==> config.mk <==
export PLATFORM = sky130hd
export DESIGN_NAME = display_scan_driver
export DESIGN_NICKNAME = d
export VERILOG_FILES = /design/src/rtl/display_scan_driver.sv
export SDC_FILE = /design/constraint.sdc
export NUM_CORES = 1
export LEC_CHECK = 0
export ABC_AREA = 1
export BUFFER_PORTS_ARGS = -buffer_cell sky130_fd_sc_hd__buf_4
export CAP_MARGIN = 40
export CORE_MARGIN = 4
export CORE_UTILIZATION = 45
export DETAILED_ROUTE_END_ITERATION = 10
export PLACE_DENSITY = 0.68
export SYNTH_ARGS = -nofsm -noshare
export SYNTH_HDL_FRONTEND = slang
export SYNTH_SLANG_ARGS = --single-unit
==> constraint.sdc <==
create_clock -name clk -period 2.6 [get_ports clk]
set_input_delay 0.13 -clock clk [delete_from_list [all_inputs] [get_ports clk]]
set_output_delay 0.13 -clock clk [all_outputs]
set_load 0.05 [all_outputs]
==> src/rtl/display_scan_driver.sv <==
// Scan controller for the 4-digit 7-segment display: slot prescaler, digit index,
// blanked active-low digit enables and a message select that only changes between frames.
module display_scan_driver #(
  parameter int PRESCALE     = 50000,
  parameter int BLANK_CYCLES = 1
) (
  input  logic       clk,
  input  logic       rst_n,
  input  logic       enable,
  input  logic [1:0] sel_req,
  output logic       saida1Contador,
  output logic       saida2Contador,
  output logic [3:0] digito,
  output logic [1:0] sel_ativo,
  output logic       fim_quadro
);

  localparam int            PW       = $clog2(PRESCALE);
  localparam logic [PW-1:0] PRE_LAST = PW'(PRESCALE - 1);
  localparam logic [PW-1:0] PRE_ONE  = PW'(1);
  localparam logic [PW-1:0] PRE_ZERO = PW'(0);

  logic [PW-1:0] pre_r, pre_nxt_s;
  logic [1:0]    idx_r, idx_nxt_s;
  logic [1:0]    sel_r, sel_nxt_s;
  logic          fim_r, fim_nxt_s;
  logic          tick_s;
  logic          blank_s;

  assign tick_s = (pre_r == PRE_LAST);

  // With no blanking the compare would be constant, so it is elaborated away.
  generate
    if (BLANK_CYCLES == 0) begin : g_no_blank
      assign blank_s = 1'b0;
    end else begin : g_blank
      localparam logic [PW-1:0] BLANK_END = PW'(BLANK_CYCLES);
      assign blank_s = (pre_r < BLANK_END);
    end
  endgenerate

  // Next-state: advance the slot, wrap the digit, latch the select on a frame boundary.
  always_comb begin
    pre_nxt_s = pre_r;
    idx_nxt_s = idx_r;
    sel_nxt_s = sel_r;
    fim_nxt_s = 1'b0;
    if (enable) begin
      if (tick_s) begin
        pre_nxt_s = PRE_ZERO;
        idx_nxt_s = idx_r + 2'd1;
        if (idx_r == 2'd3) begin
          sel_nxt_s = sel_req;
          fim_nxt_s = 1'b1;
        end else begin
          sel_nxt_s = sel_r;
          fim_nxt_s = 1'b0;
        end
      end else begin
        pre_nxt_s = pre_r + PRE_ONE;
      end
    end else begin
      pre_nxt_s = pre_r;
      idx_nxt_s = idx_r;
      fim_nxt_s = 1'b0;
    end
  end

  // State registers.
  always_ff @(posedge clk or negedge rst_n) begin
    if (!rst_n) begin
      pre_r <= PRE_ZERO;
      idx_r <= 2'd0;
      sel_r <= 2'b00;
      fim_r <= 1'b0;
    end else begin
      pre_r <= pre_nxt_s;
      idx_r <= idx_nxt_s;
      sel_r <= sel_nxt_s;
      fim_r <= fim_nxt_s;
    end
  end

  // Digit enable decode; the blanking window at the slot start suppresses ghosting.
  always_comb begin
    digito = 4'b1111;
    if (!enable || blank_s) begin
      digito = 4'b1111;
    end else begin
      case (idx_r)
        2'd0:    digito = 4'b1110;
        2'd1:    digito = 4'b1101;
        2'd2:    digito = 4'b1011;
        2'd3:    digito = 4'b0111;
        default: digito = 4'b1111;
      endcase
    end
  end

  assign saida1Contador = idx_r[1];
  assign saida2Contador = idx_r[0];
  assign sel_ativo      = sel_r;
  assign fim_quadro     = fim_r;

endmodule

Yosys cells after proc, flatten, opt, wreduce, memory -nomap -nowiden
Cells that the tools add are included.
Word-level totals
  bits of input ports: 5
  output and inout bits: 9
  register bits: 21
Cells by class
  equality and inequality tests: 4
  magnitude comparators: 1
  add/subtract/negate cells: 2
  reductions and logical operators: 5
  muxes and demuxes: 6
Operators with widths (count)
  $add A16 B1 Y16 const B: 1
  $eq A16 B16 Y1 const B: 1
  $lt A16 B1 Y1 const B: 1
  $mux W16: 1
  $pmux W4 S4: 1
  $eq A2 B2 Y1 const B: 2
  $mux W4: 1
  $mux W1: 3
  $reduce_and A3 Y1: 1
  $add A2 B1 Y2 const B: 1
  $eq A2 B1 Y1 const B: 1
  $logic_not A2 Y1: 1
  $reduce_and A2 Y1: 1
  $logic_not A1 Y1: 1
  $logic_or A1 B1 Y1: 1

Longest topological paths before layout
  word-level depth: 4
  mapped depth: 9
  gate-level depth less buffers: 9

Worst setup path after synthesis
OpenSTA, ideal clock, no wires.
  path kind: reg2out
  start point: register idx_r[0]
  end point: output port digito[2]
  buffers on the path: 0
  stages on the path, launching flop included: 4
  required time: 2.470 ns
  path slack: 1.051 ns
  arrival: 1.419 ns
  path through: dfrtp_1 inv_1 ha_1 nand3_1
Between the ends
  word-level cells in the longest chain between the ends: 3
Ends and longest elaborated chain
  start, declared: line 24  | logic [1:0] idx_r, idx_nxt_s;
  start signal, assigned: line 78  | idx_r <= idx_nxt_s;
  $eq A2 B2 Y1, or another cell as far along: line 90  | case (idx_r)
  $pmux W4 S4 (*): line 90
  $mux W4 (*): line 87  | if (!enable || blank_s) begin
  end, declared: line 13  | output logic [3:0] digito,
Mark *: on every way between the ends. The rest lies on a longest branch, timed or not.

Worst setup path after layout
  start point: register pre_r[0]
  end point: output port digito[2]
Between the ends
  word-level cells in the longest chain between the ends: 3
Ends and longest elaborated chain
  start, declared: line 23  | logic [PW-1:0] pre_r, pre_nxt_s;
  start signal, assigned: line 77  | pre_r <= pre_nxt_s;
  $lt A16 B1 Y1: line 38  | assign blank_s = (pre_r < BLANK_END);
  $logic_or A1 B1 Y1: line 87
  $mux W4: line 87
No other way between the ends.

==> flow_summary.ini <==
[detailed_routing]
routed_via_density = 4.96
wl_per_cell_um = 12.3
vias = 1260
drt-initial-drc-count = 45
routed_wl_um = 3110
drc = 0
drtAntennaViolNets = 0
drt_first_pass_iters = 4

[critical_path]
cp.required_ns = 2.47
cp_max_fo = 4
ff2ff_path_depth = 8
critPathSlowestCell = dfrtp_1
cp_num_cells = 6
cpLargestDelayFamily = simple AND/OR/NAND/NOR gates
worst_setup_path_start_kind = flip-flop
crit_path_cell_trace = inv_1 -> ha_1 -> nor3b_1 -> nand4_1 -> nand3_1 -> buf_4
worstPathArrival_ns = 1.77
worst-path-buf-inv = 2
end_kind = output port
slowest_delay_ns = 0.42
path_class = flip-flop to output port

[synth]
yosysTopAreaCellShare_pct = 37.5
synth_most_common_cell = nand2_1
syn_nets = 208
ys_ff_latch = 21
yosys_warnings = 0
synth_area_um2 = 1400
synthArstFlopShare_pct = 100
ys.flop_type = dfrtp_1
synth.area.top_cells = dfrtp_1, nand2_1, inv_1
synthCells = 196
yosys.area.top_type = dfrtp_1
synth_edf_count = 0
synth-seq-area-share_pct = 37.5
yosys-top-cells-count = nand2_1, inv_1, nor2_1
synth_cell_types = 24
avgSynthCellArea_um2 = 7.16

[grt]
antenna_found_initial = 0
grt_pass1_wl_um = 5670
grt_overflow_total = 0
grt_max_degree = 22
grt_pass1_vias = 1306
globalRouteTotalUtil_pct = 17.2

[placement]
dpl.hpwl_um = 2460
port_buffers = 13
place_area_um2 = 1540
place_congestion = 0.894

[cells_and_area]
drive_gt1_share_pct = 17.9
design_area_um2 = 1580
finalNetCount = 225
num_antenna_cells = 0
fill_cells = 287
final_util_pct = 54.9
syn2layout_area_growth_pct = 12.6

[die]
fp.dieW_um = 63.8
rows = 19
start_util_pct = 48.8
io_pins = 14
die_y_um = 63.8
core_um2 = 2880
dieArea_um2 = 4070

[hold_path]
holdPathStages = 3
min_path_type = input port to flip-flop

[cts]
clk_latency_ns = 0.31
clock_path_buffers = 2
cts-root-buf = clkbuf_4
clock-sinks = 21
h-tree-depth = 1
cts_tree = done
clk_pin_slew_ns = 0.12
cts_buffers = 3

[power]
p_leak_nw = 0.862
ir_drop_v = 0.000311
power_density_nw_per_um2 = 625

[timing]
max_slew_margin_pct = 82.0
finalCritPeriodShare_pct = 73.0
rsz0062_at_grt = no
fin_tns_setup_ns = 0
skew_ns = 0.00190
fin_crit_ns = 1.90
setup_viol = 0
slew_viol_final = 0
tightest_slew_ns = 0.270
fmax_mhz = 527
hold_viol = 0

[run]
maxCapViolCount = 0

[status]
status = completed
[where the power goes]
group | leakage, nW | switching [mW] | total [mW] | internal [mW]
registers | 0.248 | 0.0867 | 0.473 | 0.386
clock network | 0.0177 | 0.106 | 0.164 | 0.0576
logic | 0.597 | 0.232 | 0.350 | 0.119
total | 0.862 | 0.425 | 0.987 | 0.562
[cells by family (layout without fill, tap and decap cells)]
group	after synthesis	after routing	share of synthesized area, %
XOR/XNOR	1	1	0.625
buffers and inverters	35	51	9.63
adder cells (fa/ha/maj)	7	7	6.24
AO/OA/AOI/OAI	9	9	3.57
AND/OR/NAND/NOR	123	123	42.5
flip-flops	21	21	37.5
[placed cells by master (no fill, tap or decap), types with 2 or more instances in the layout]
cell,synthesis,routed
o21bai_1,2,2
buf_4,1,13
o21ai_0,2,2
a21oi_1,3,3
nand3_1,14,14
ha_1,7,7
o21ai_1,2,2
inv_2,3,3
nand2_1,51,51
nor2_2,5,5
nor2_4,3,3
nand2_2,3,3
dfrtp_1,21,21
nand3_2,5,5
nand4_1,9,9
clkbuf_4,0,3
inv_1,30,30
nor2_1,27,27
nor3_1,2,2
[layer usage]
| layer | vias up | track usage (%) | wire (um) |
|---|---|---|---|
| met2 | 27 | 28.6 | 1530 |
| met1 | 585 | 21.3 | 1400 |
| met4 | 0 | 6.20 | 44 |
| met5 | - | 0 | 0 |
| li1 | 642 | - | - |
| met3 | 6 | 4.38 | 132 |
[path summary, 6_finish.rpt]
check	from	endpoint	slack, ns
worst max-delay path	pre_r[0]	digito[2]	0.70
worst min-delay path	sel_req[0]	sel_ativo[0]	0.07
worst max register to register	pre_r[1]	pre_r[15]	1.18
worst min register to register	sel_ativo[0]	sel_ativo[0]	0.50
max in group asynchronous	rst_n	pre_r[11]	2.17
min in group asynchronous	rst_n	pre_r[7]	0.22
[metrics by stage]
| stage | power [mW] | cells | hold slack (ns) | worst slack, ns |
|---|---|---|---|---|
| after floorplan | 0.734 | 196 | -0.166 | 1.05 |
| after global routing | 1.08 | 254 | 0.0421 | 0.551 |
| after global placement | 0.816 | 249 | 0.0291 | 1.19 |
| after detailed placement | 0.828 | 249 | 0.0310 | 1.08 |
| final | 0.987 | 254 | 0.0659 | 0.702 |
| after CTS | 0.993 | 254 | 0.0595 | 0.687 |
[timing repair]
item / in CTS / in global routing
buffers inserted: 0 / 0
endpoints found under the setup margin: 0 / 0
gates resized for setup: 0 / 0
hold endpoints to repair: 21 / 0
hold buffers: 1 / 0
[tightest hold or removal path, stage by stage]
cell,delay (ns)
buf_4,0.08
nand4_1,0.08
nand2_1,0.06
[registers in the layout (all words and copies together), names as in the netlist]
register    cells
fim_quadro      1
pre_r          16
idx_r           2
sel_ativo       2
[final cells by class]
cell class | count | area, um^2 | area share, %
Timing Repair Buffer | 14 | 108 | 6.81
Tap cell | 42 | 52.6 | 3.33
Inverter | 33 | 124 | 7.84
Sequential cell | 21 | 526 | 33.3
Multi-Input combinational cell | 140 | 742 | 47.0
Clock buffer | 3 | 22.5 | 1.43
Clock inverter | 1 | 5.00 | 0.317
Power figures use the tool's default switching activity.
